===== src/rtl/mul_arbiter.sv =====
// ---------------------------------------------------------------------------
// mul_arbiter
//   Shares one external pipelined 8x8 multiplier among NUM_REQ requesters.
//   A round-robin arbiter issues at most one op per cycle. An internal
//   valid/ID shift pipe tracks in-flight ops; the multiplier's done output is
//   not used. Each product is captured with its requester ID into a response
//   FIFO. A credit check (FIFO occupancy + in-flight ops < FIFO_DEPTH) means
//   every issued op is guaranteed a FIFO slot on arrival.
//
//   Optional feature macro: MUL_ARB_STATS_EN adds saturating counters
//   stat_issued_o / stat_stall_o. With the macro undefined, the ports and
//   counters do not exist and arbitration is unchanged.
//
// Parameters
//   NUM_REQ     number of requesters (2..8)
//   MUL_LAT     issue-to-capture latency of the multiplier (>= 2)
//   FIFO_DEPTH  response FIFO entries (power of 2, >= MUL_LAT)
//
// Ports
//   clk, rst_n           clock, async active-low reset (sync release)
//   req_valid_i          per-requester op valid
//   req_ready_o          per-requester grant (one-hot or zero)
//   req_a_i, req_b_i     operands, requester i at [8i+7:8i]
//   mul_start_o          issue strobe to multiplier
//   mul_opcode_o         3'b100 on issue, else 3'b000
//   mul_a_o, mul_b_o     operands to multiplier (0 when idle)
//   mul_result_i         multiplier product
//   rsp_valid_o          FIFO head valid
//   rsp_ready_i          consumer accepts head
//   rsp_id_o             requester index of head
//   rsp_result_o         product at head
//   stat_issued_o        (MUL_ARB_STATS_EN) issue count, saturating
//   stat_stall_o         (MUL_ARB_STATS_EN) stalled-request cycles, saturating
// ---------------------------------------------------------------------------
module mul_arbiter #(
    parameter int NUM_REQ    = 4,
    parameter int MUL_LAT    = 4,
    parameter int FIFO_DEPTH = 8
) (
    input  logic                       clk,
    input  logic                       rst_n,
`ifdef MUL_ARB_STATS_EN
    output logic [31:0]                stat_issued_o,
    output logic [31:0]                stat_stall_o,
`endif
    input  logic [NUM_REQ-1:0]         req_valid_i,
    output logic [NUM_REQ-1:0]         req_ready_o,
    input  logic [NUM_REQ*8-1:0]       req_a_i,
    input  logic [NUM_REQ*8-1:0]       req_b_i,
    output logic                       mul_start_o,
    output logic [2:0]                 mul_opcode_o,
    output logic [7:0]                 mul_a_o,
    output logic [7:0]                 mul_b_o,
    input  logic [15:0]                mul_result_i,
    output logic                       rsp_valid_o,
    input  logic                       rsp_ready_i,
    output logic [$clog2(NUM_REQ)-1:0] rsp_id_o,
    output logic [15:0]                rsp_result_o
);
    localparam int ID_W   = $clog2(NUM_REQ);
    localparam int PTR_W  = $clog2(FIFO_DEPTH);
    localparam int CNT_W  = PTR_W + 1;
    // The issue cycle itself is stage 0 (combinational); the remaining
    // MUL_LAT-1 stages are registered, the last one feeding the FIFO push.
    localparam int PIPE_N = MUL_LAT - 1;

    // ---------------- operand unpacking ----------------
    logic [7:0] op_a [NUM_REQ];
    logic [7:0] op_b [NUM_REQ];

    genvar gi;
    generate
        for (gi = 0; gi < NUM_REQ; gi++) begin : g_unpack
            assign op_a[gi] = req_a_i[8*gi +: 8];
            assign op_b[gi] = req_b_i[8*gi +: 8];
        end
    endgenerate

    // ---------------- state ----------------
    logic [ID_W-1:0]  rr_q, rr_d;
    logic [CNT_W-1:0] inflight_q, inflight_d;
    logic [CNT_W-1:0] fifo_cnt_q, fifo_cnt_d;
    logic [PTR_W-1:0] wr_ptr_q, rd_ptr_q;
    logic [PIPE_N-1:0] pipe_vld_q;
    logic [ID_W-1:0]  pipe_id_q [PIPE_N];
    logic [ID_W+15:0] fifo_mem [FIFO_DEPTH];

    logic             credit_ok;
    logic [CNT_W:0]   outstanding;
    logic             grant_any;
    logic [ID_W-1:0]  grant_id;
    logic [ID_W:0]    scan_sum;
    logic [ID_W-1:0]  scan_idx;
    logic             push, pop;
    logic [ID_W-1:0]  push_id;
    logic [ID_W+15:0] head;

    // Same-cycle pops are deliberately not credited: credit only looks at
    // registered counts, so grants never depend on rsp_ready combinationally.
    assign outstanding = {1'b0, fifo_cnt_q} + {1'b0, inflight_q};
    assign credit_ok   = outstanding < (CNT_W+1)'(FIFO_DEPTH);

    // ---------------- round-robin arbiter ----------------
    // Grants are gated by rst_n so every output reads 0 while reset is held.
    always_comb begin
        grant_any = 1'b0;
        grant_id  = '0;
        scan_sum  = '0;
        scan_idx  = '0;
        if (rst_n && credit_ok) begin
            for (int k = 0; k < NUM_REQ; k++) begin
                scan_sum = {1'b0, rr_q} + (ID_W+1)'(k);
                if (scan_sum >= (ID_W+1)'(NUM_REQ))
                    scan_sum = scan_sum - (ID_W+1)'(NUM_REQ);
                scan_idx = scan_sum[ID_W-1:0];
                if (!grant_any && req_valid_i[scan_idx]) begin
                    grant_any = 1'b1;
                    grant_id  = scan_idx;
                end
            end
        end
    end

    generate
        for (gi = 0; gi < NUM_REQ; gi++) begin : g_ready
            assign req_ready_o[gi] = grant_any && (grant_id == ID_W'(gi));
        end
    endgenerate

    assign rr_d = !grant_any                     ? rr_q :
                  (grant_id == ID_W'(NUM_REQ-1)) ? '0   : grant_id + ID_W'(1);

    assign mul_start_o  = grant_any;
    assign mul_opcode_o = grant_any ? 3'b100 : 3'b000;
    assign mul_a_o      = grant_any ? op_a[grant_id] : 8'h00;
    assign mul_b_o      = grant_any ? op_b[grant_id] : 8'h00;

    // ---------------- in-flight tracking ----------------
    assign push       = pipe_vld_q[PIPE_N-1];
    assign push_id    = pipe_id_q[PIPE_N-1];
    assign inflight_d = inflight_q + CNT_W'(grant_any) - CNT_W'(push);

    // ---------------- response FIFO ----------------
    assign rsp_valid_o  = (fifo_cnt_q != '0);
    assign pop          = rsp_valid_o && rsp_ready_i;
    assign fifo_cnt_d   = fifo_cnt_q + CNT_W'(push) - CNT_W'(pop);
    assign head         = fifo_mem[rd_ptr_q];
    // Stale RAM contents are masked so the response outputs are 0 when empty.
    assign rsp_id_o     = rsp_valid_o ? head[ID_W+15:16] : '0;
    assign rsp_result_o = rsp_valid_o ? head[15:0]       : 16'h0000;

    always_ff @(posedge clk) begin
        if (push)
            fifo_mem[wr_ptr_q] <= {push_id, mul_result_i};
    end

    always_ff @(posedge clk or negedge rst_n) begin
        if (!rst_n) begin
            rr_q       <= '0;
            inflight_q <= '0;
            fifo_cnt_q <= '0;
            wr_ptr_q   <= '0;
            rd_ptr_q   <= '0;
            pipe_vld_q <= '0;
            for (int s = 0; s < PIPE_N; s++)
                pipe_id_q[s] <= '0;
        end else begin
            rr_q          <= rr_d;
            inflight_q    <= inflight_d;
            fifo_cnt_q    <= fifo_cnt_d;
            pipe_vld_q[0] <= grant_any;
            pipe_id_q[0]  <= grant_id;
            for (int s = 1; s < PIPE_N; s++) begin
                pipe_vld_q[s] <= pipe_vld_q[s-1];
                pipe_id_q[s]  <= pipe_id_q[s-1];
            end
            if (push) wr_ptr_q <= wr_ptr_q + PTR_W'(1);
            if (pop)  rd_ptr_q <= rd_ptr_q + PTR_W'(1);
        end
    end

`ifdef MUL_ARB_STATS_EN
    // ---------------- statistics ----------------
    logic [31:0] stat_issued_q, stat_stall_q;

    always_ff @(posedge clk or negedge rst_n) begin
        if (!rst_n) begin
            stat_issued_q <= '0;
            stat_stall_q  <= '0;
        end else begin
            if (grant_any && (stat_issued_q != 32'hFFFF_FFFF))
                stat_issued_q <= stat_issued_q + 32'd1;
            if ((|req_valid_i) && !grant_any && (stat_stall_q != 32'hFFFF_FFFF))
                stat_stall_q <= stat_stall_q + 32'd1;
        end
    end

    assign stat_issued_o = stat_issued_q;
    assign stat_stall_o  = stat_stall_q;
`endif

    // Credit should make an overflowing push impossible.
    a_no_push_full: assert property (@(posedge clk) disable iff (!rst_n)
        !(push && !pop && (fifo_cnt_q == CNT_W'(FIFO_DEPTH))));
    a_grant_onehot: assert property (@(posedge clk) disable iff (!rst_n)
        $onehot0(req_ready_o));

endmodule


===== config.mk =====
export PLATFORM = sky130hd
export DESIGN_NAME = mul_arbiter
export DESIGN_NICKNAME = d
export VERILOG_FILES = /design/src/rtl/mul_arbiter.sv
export SDC_FILE = /design/constraint.sdc
export NUM_CORES = 1
export LEC_CHECK = 0
export CORE_ASPECT_RATIO = 0.7
export CORE_MARGIN = 1.5
export CORE_UTILIZATION = 48
export CTS_CLUSTER_SIZE = 28
export DETAILED_ROUTE_END_ITERATION = 8
export GPL_TIMING_DRIVEN = 0
export PLACE_DENSITY = 0.76
export RECOVER_POWER = 50
export SKIP_CTS_REPAIR_TIMING = 1
export SYNTH_ARGS = -nofsm -noshare
export SYNTH_HDL_FRONTEND = slang
export SYNTH_SLANG_ARGS = --single-unit

===== constraint.sdc =====
create_clock -name clk -period 5 [get_ports clk]
set_clock_uncertainty 0.15 [all_clocks]
set_input_delay 1.5 -clock clk [delete_from_list [all_inputs] [get_ports clk]]
set_output_delay 1.5 -clock clk [all_outputs]
set_load 0.03 [all_outputs]

==> results by group <==
Floorplanning
  • CORE AREA: 15500 um2
  • Die H: 108 um
  • Die X: 154 um
  • IO Pins: 130
  • Full die area: 16700 um2
  • Initial Util: 0.492
  • FP Rows: 38

Final layout
  • Layout net count: 704
  • Layout area overhead: 30.3%
  • Layout Cells excl Fill: 810
  • Layout cells sized above 1: 0.297
  • Final core occ: 0.642
  • Antenna cells: 0

Drt
  • Via density: 5.40
  • Routed WL: 17.0 mm
  • DRC violations left: 0
  • Avg WL per Cell: 21.0 um
  • Total number of vias: 4376
  • Detail Route Antenna Nets: 0
  • Drt pass-1 iters: 4
  • DRT iter0 DRCs: 364

Critical path
  • CP startpoint kind: input port
  • Worst endpoint required time: 3350 ps
  • Worst Path Max Fanout: 6
  • Worst r2r src: fifo_cnt_q[2]$_DFF_PN0_
  • R2R depth: 13
  • Critical path class: input port to primary output
  • Worst Path Arrival: 3600 ps
  • Worst Setup SP: req_valid_i[2]
  • Worst setup EP type: primary output

Timing
  • RSZ-0062 raised after global routing: true
  • Tcrit/Tclk final: 1.05
  • Final hold violations: 0
  • Crit path time final: 5250 ps
  • Actual slew at the worst max-slew pin: 1150 ps
  • Finish-stage setup viols: 20
  • Slew margin rel.: 0.233
  • Fin. max-slew vios: 0
  • Worst setup margin: -252 ps
  • Max Freq: 0.190 GHz

Global routing
  • Initial antenna violation count: 0
  • M1 GR Usage: 0.282
  • Grt met3 use: 0.0417
  • Grt met2 use: 0.350
  • Largest net degree at the start of global routing: 27
  • Busiest grt layer: met2
  • GRT overflow: 0
  • Total GRT Usage: 0.211
  • Vias in the first global route: 4515
  • First-pass GRT wire length: 25.2 mm

Place
  • IO buf count: 127
  • Placed Cells: 768
  • DP Worst Slack: -1900 ps
  • GP Congestion: 0.778
  • Post-detail-place hpwl: 11.3 mm

Synth
  • Synth Cell Area: 7630 um2
  • Post-synth top area share: 0.567
  • Synth area leader: edfxtp_1
  • Largest cells by area after synthesis: edfxtp_1, mux4_2, dfrtp_1
  • Post-synth EDFFs: 144
  • Ys Warns: 0
  • Sequential fraction of the synthesis area: 0.649
  • Post-Synthesis Cells: 430
  • Most common cell in the netlist: edfxtp_1
  • Syn Area/Cell: 17.7 um2
  • Top cells by count, synth: edfxtp_1, mux4_2, and2_1
  • Post-synth cell types: 40
  • Async S/R FF share, synth: 0.148
  • Synthesized flop and latch total: 169
  • Top FF cell, synth: edfxtp_1

Clock tree
  • Root Driver: clkbuf_16
  • CTS tree: yes
  • Latest clock arrival within the worst-skew pair: 430 ps
  • Clk slew on worst S/H paths: 60 ps
  • H-tree lvl count: 4
  • Num CTS Buffers: 17
  • Clock Path Buffers: 2
  • Sink Count: 169

Worst hold path
  • Hold Path Stages: 0
  • Hold wc startpoint: pipe_id_q[4]$_DFF_PN0_
  • Worst Hold Class: flop to flop

Power
  • Pwr Density: 563 nW/um2
  • VDD IR max: 0.280 mV
  • Leakage power: 3.68 nW

Run
  • Number of max-cap violations: 0

Status
  • Failing checks: setup timing
  • Status: finished with violations
## metal layers
metal  share of wire  up-vias  wire (um)
met2            0.50      126       8550
li1                -     1966          -
met5               0        -          0
met4           0.010        0        174
met3           0.048       14        816
met1            0.44     2270       7470
## through the flow
| step | TNS, ps | hold WS, ps | instance area, um2 | power (W) |
|---|---|---|---|---|
| after floorplan | -187 | 181 | 7650 | 0.00345 |
| after global placement | -36950 | 184 | 9180 | 0.00417 |
| after detailed placement | -38040 | 186 | 9390 | 0.00430 |
| after CTS | -38370 | 202 | 9960 | 0.00557 |
| after global routing | -4900 | 209 | 9940 | 0.00585 |
| final | -3590 | 196 | 9940 | 0.00560 |
## path summary, 6_finish.rpt
path | end | slack [ps]
worst max-delay path | mul_b_o[1] | -250
worst min-delay path | pipe_id_q[2]$_DFF_PN0_ | 200
worst max register to register | fifo_cnt_q[2]$_DFF_PN0_ | 2010
worst min register to register | pipe_id_q[2]$_DFF_PN0_ | 200
max in group asynchronous | wr_ptr_q[1]$_DFFE_PN0P_ | 3820
min in group asynchronous | fifo_cnt_q[1]$_DFF_PN0_ | 730
## state kept, by name, summed over array words and instances (netlist names)
signal      flops
inflight_q      4
pipe_id_q       4
fifo_cnt_q      4
pipe_vld_q      3
rr_q            2
fifo_mem      144
rd_ptr_q        3
wr_ptr_q        3
push_id         2
## cell families after synthesis
family	share of synthesized area
simple gates	0.0758
compound gates	0.0148
xor+xnor	0.0103
fa+ha+maj	0.0348
mux	0.185
other cells	0.000492
flops	0.649
buf+inv	0.0300
## placed cells by master (no fill, tap or decap), drive strengths merged, types with 5 or more instances in the layout
cell type      instances
dfrtp                 25
buf                   44
a21oi                  5
xnor2                  6
ha                    18
mux4                  52
and2                  52
nand2                  9
mux2i                 18
inv                   28
edfxtp               144
clkdlybuf4s50        100
nor2                  28
clkbuf                41
## layout make-up
| type | instances | area [um2] |
|---|---|---|
| fillers | 1101 | 5560 |
| flip-flops and latches | 169 | 4950 |
| multi-input cells | 217 | 2480 |
| repair buffers | 147 | 1470 |
| clock buffers | 18 | 429 |
| well taps | 200 | 250 |
| plain buffers | 23 | 146 |
| clock inverters | 14 | 140 |
| inverters | 22 | 85.1 |
## worst max-delay path, stage by stage
cell and delay [ps]:
buf_8 90, or4_4 560, o211a_1 160, buf_6 130, o2111ai_4 130, clkbuf_16 230
mux4_2 490, and2_4 170, buf_6 130
## where the power goes
part / internal (W) / leakage, nW / switching [W]
Combinational: 0.00119 / 1.81 / 0.00129
Sequential: 0.00174 / 1.61 / 0.000117
Clock: 0.000698 / 0.268 / 0.000563
Total: 0.00363 / 3.68 / 0.00197
No activity file was read; power rests on OpenSTA's default activity.
==> RTL edit 1 (same settings) <==
Build with the macro `MUL_ARB_STATS_EN` defined.
--- a/src/rtl/mul_arbiter.sv
+++ b/src/rtl/mul_arbiter.sv
@@ -32,6 +32,8 @@
 //   stat_issued_o        (MUL_ARB_STATS_EN) issue count, saturating
 //   stat_stall_o         (MUL_ARB_STATS_EN) stalled-request cycles, saturating
 // ---------------------------------------------------------------------------
+`define MUL_ARB_STATS_EN
+
 module mul_arbiter #(
     parameter int NUM_REQ    = 4,
     parameter int MUL_LAT    = 4,
Formal check against the unedited RTL (old outputs only; new: stat_issued_o and stat_stall_o): equivalent (equiv_simple and equiv_induct, registers matched by name and starting in step).
==> RTL edit 1 against the unedited design <==
  * The flow finishes with violations (max-capacitance violations, max-slew violations)
  * Die area rose by 36%
  * Sequential cell count rose by 64
  * Synthesized area rose by 37%
  * Total power rose by 24%
  * Cell area rose by 38%
  * Setup slack improved by 0.32 ns
  * Register-to-register slack got worse by 0.22 ns
  * Routed wire length rose by 44%
  * Largest cell class unchanged
  * Final cell count rose by 54%
  * Global-route usage rose by 0.42 points
  * Sequential share of layout area fell by 2.2 points
==> RTL edit 1: results (changes against the unedited design) <==
critical path peak fanout=13 (was 6); routability congestion estimate from global placement=0.840 (was 0.778); Final Max Tran Viols=51 (was 0); status=finished, violations left (unchanged); Max-Cap Viols=1 (was 0); peak supply drop=0.227 mV (was 0.280 mV); initial antenna violation count=1 (was 0); vias=6,893 (was 4,376); Slew headroom=-83.6% (was 23.3%); WL met2=11.8 mm (was 8.55 mm); number of distinct library cells after synthesis=54 (was 40); vias in the first global route=6,992 (was 4,515); P_leak=5.40 nW (was 3.68 nW); met1 wire length=10.8 mm (was 7.47 mm); GRT Overall Usage=21.5% (was 21.1%); met2 Use GR=35.0% (about the same); largest net degree at the start of global routing=51 (was 27); Skew-Pair Late Insertion Delay=0.50 ns (was 0.43 ns); violated checks=max-capacitance violations, max-slew violations (was negative setup slack); crit path capture=mul_start_o (was mul_b_o[1]); Post-DP HPWL=16.9 mm (was 11.3 mm); Total Nets Final=1,056 (was 704); Worst path max stage delay=0.63 ns (was 0.56 ns); GRT met3 Usage=4.34% (was 4.17%); first-pass GRT wire length=38.6 mm (was 25.2 mm)
[RTL edit 1: cell types whose count changed after synthesis, sizes merged, moves of 13 or more]
| cell | before | now |
|---|---|---|
| dfrtp | 25 | 89 |
| nor2 | 28 | 48 |
| mux2i | 18 | 52 |
| nand3 | 0 | 30 |
| nand4 | 0 | 26 |
| and3 | 0 | 13 |
| and2 | 52 | 11 |
| xor2 | 3 | 25 |
| o22ai | 1 | 16 |
| xnor2 | 6 | 40 |
| mux4 | 52 | 36 |
| nand2 | 9 | 31 |
[RTL edit 1: cell families after synthesis]
| family | synth area share [%] |
|---|---|
| muxes | 13.6 |
| adders and majority gates | 2.77 |
| DFF | 62.5 |
| buffers and inverters | 2.23 |
| other | 0.0358 |
| AOI/OAI and AO/OA | 2.33 |
| and+or+nand+nor | 11.2 |
| xor gates and xnor gates | 5.43 |
[RTL edit 1: through the flow]
stage	std cells	hold slack [ns]	setup slack [ns]	area (um2)
2_1_floorplan	709	0.181	0.181	10500
3_3_place_gp	1182	0.184	-4.45	12800
4_1_cts	1233	0.201	-1.16	13800
6_report	1246	0.200	0.0689	13800
3_5_place_dp	1192	0.185	-1.16	13000
5_1_grt	1246	0.205	-0.0333	13800
[RTL edit 1: area by class of cell]
type                            instances  share of cell area, %
Buffer                                 27                   1.48
Tap cell                              282                   2.56
Clock buffer                           32                   4.60
Clock inverter                          9                   1.08
Inverter                               25                  0.682
Antenna cell                            1                 0.0182
Timing Repair Buffer                  213                   14.8
Multi-Input combinational cell        424                   27.2
Sequential cell                       233                   47.6
[RTL edit 1: power groups by stage]
stage	clock network, W	logic, W	registers [W]
floorplan	0	0.00164	0.00256
global placement	0	0.00258	0.00252
detailed placement	0	0.00268	0.00252
CTS	0.00182	0.00269	0.00249
global route	0.00190	0.00290	0.00252
finish	0.00179	0.00267	0.00249
==> RTL edit 2 (same flow settings) <==
Without the edit above. The parameter `MUL_LAT` goes from 4 to 2.
--- a/src/rtl/mul_arbiter.sv
+++ b/src/rtl/mul_arbiter.sv
@@ -34,7 +34,7 @@
 // ---------------------------------------------------------------------------
 module mul_arbiter #(
     parameter int NUM_REQ    = 4,
-    parameter int MUL_LAT    = 4,
+    parameter int MUL_LAT    = 2,
     parameter int FIFO_DEPTH = 8
 ) (
     input  logic                       clk,
Behaviour: not the same (a bounded check fails within 4 cycles, from zero or initial values and one cycle with rst_n low).
==> RTL edit 2 against the unedited design <==
  * The run still ends with negative setup slack left
  * Sequential cell count is 6 lower
  * Total power is 2.7% lower
  * Sequential share of layout area is 0.64 points lower
  * Global-route usage hardly changed
  * Routed wire length is 4.6% lower
  * Cell area is 1.8% lower
  * Synthesized area is 2.0% lower
  * Setup slack better by 0.021 ns
  * Critical path type unchanged
  * Critical endpoint is now mul_b_o[5]
==> RTL edit 2: results (changes against the unedited design) <==
layout cells sized above 1=30.2% (was 29.7%); Post-synth ARST share=11.7% (was 14.8%); status=finished, violations left (unchanged); H-tree level count=4 (unchanged); critical path peak fanout=6 (unchanged); Largest regs=fifo_mem: 144 flops, fifo_cnt_q: 4 flops, inflight_q: 4 flops; Via density=5.40 (about the same); largest net degree at the start of global routing=21 (was 27); Syn. warnings=0 (unchanged); number of flops mapped to enable cells by yosys=144 (unchanged); drt wl/cell=20.3 um (was 21.0 um); first-pass GRT wire length=25.4 mm (was 25.2 mm); GRT Overall Usage=21.1% (about the same); 1st-pass router iterations=5 (was 4); peak supply drop=0.338 mV (was 0.280 mV); Cells after DPL=757 (was 768); Skew-Pair Late Insertion Delay=0.41 ns (was 0.43 ns); number of distinct library cells after synthesis=40 (unchanged); total CTS buffers=17 (unchanged); top post-synthesis cells by count=edfxtp_1, mux4_2, and2_1 (unchanged); Max Root-Sink Buffers=2 (unchanged); Gate Count Post-Synth=424 (was 430); vias=4,316 (was 4,376); Worst-path clk slew=0.06 ns (about the same); diode count=0 (unchanged); routability congestion estimate from global placement=0.774 (was 0.778); synth top area cells=edfxtp_1, mux4_2, dfrtp_1 (unchanged); final setup fails=18 (was 20); Total Nets Final=700 (was 704); Post-DP HPWL=11.1 mm (was 11.3 mm); worst min-delay path class=reg2reg (unchanged); CP max-delay cell=or4_4 (unchanged); fillers=1,071 (was 1,101); worst setup margin=-0.231 ns (was -0.252 ns); initial antenna violation count=0 (unchanged); Slew headroom=12.8% (was 23.3%); P_leak=3.59 nW (was 3.68 nW); IO Port Bufs=127 (unchanged); violated checks=negative setup slack (unchanged); sequential share of the synthesized area=64.2% (was 64.9%); Worst path max stage delay=0.54 ns (was 0.56 ns); DRT iter0 DRCs=265 (was 364); Root Buffer=clkbuf_16 (unchanged); vias in the first global route=4,609 (was 4,515)
## RTL edit 2: cell type report
class                   count  area, um2  share of cell area, %
clock inverters            13        126                   1.29
flip-flops and latches    163       4800                   49.1
clock buffers              18        429                   4.39
repair buffers            149       1470                   15.0
multi-input cells         217       2480                   25.3
inverters                  22       82.6                  0.845
plain buffers              23        144                   1.47
well taps                 195        244                   2.50
## RTL edit 2: stage by stage
stage	hold slack (ns)	TNS (ns)	instance area, um2	setup WS, ns
6_report	0.387	-3.16	9770	-0.231
5_1_grt	0.404	-4.31	9770	-0.291
4_1_cts	0.382	-35.07	9750	-1.75
3_5_place_dp	0.373	-34.64	9190	-1.75
3_3_place_gp	0.350	-33.26	9020	-1.68
2_1_floorplan	0.329	-0.187	7500	-0.0218
## RTL edit 2: report_power, final
group,switching (W),internal [W],total (W)
Clock,0.000533,0.000690,0.00122
Sequential,0.000108,0.00168,0.00178
Combinational,0.00127,0.00117,0.00244
## RTL edit 2: cells by family (layout without fill, tap and decap cells)
logic type,after synthesis,count (layout),share of synthesized area (%)
mux,73,73,18.9
other cells,1,2,0.0501
flops,163,163,64.2
simple gates,99,99,7.73
xor+xnor,9,9,1.05
compound gates,14,14,1.51
buf+inv,45,225,3.06
fa+ha+maj,20,20,3.55
## RTL edit 2: metal layers
layer	GRT usage, %	vias to the layer above	wire length [um]
li1	-	1952	-
met1	28.2	2198	6700
met2	34.9	158	8200
met3	4.39	8	1230
met4	7.35	0	104
met5	0	-	0
## RTL edit 2: critical path, delay by kind of cell
family / cells / cell delay, ns
AOI/OAI and AO/OA: 2 / 0.28
buffers and inverters: 4 / 0.58
and+or+nand+nor: 2 / 0.71
muxes: 1 / 0.49
## RTL edit 2: final timing paths
check                                         from                 endpoint  slack [ns]  cells after the start
max                                 req_valid_i[2]               mul_b_o[5]       -0.23                      9
min                        wr_ptr_q[0]$_DFFE_PN0P_  wr_ptr_q[0]$_DFFE_PN0P_        0.39                      1
max reg2reg                fifo_cnt_q[2]$_DFF_PN0_  fifo_cnt_q[2]$_DFF_PN0_        2.00                     13
min reg2reg                wr_ptr_q[0]$_DFFE_PN0P_  wr_ptr_q[0]$_DFFE_PN0P_        0.39                      1
max in group asynchronous                    rst_n  fifo_cnt_q[2]$_DFF_PN0_        3.46                      1
min in group asynchronous                    rst_n  inflight_q[1]$_DFF_PN0_        0.71                      1
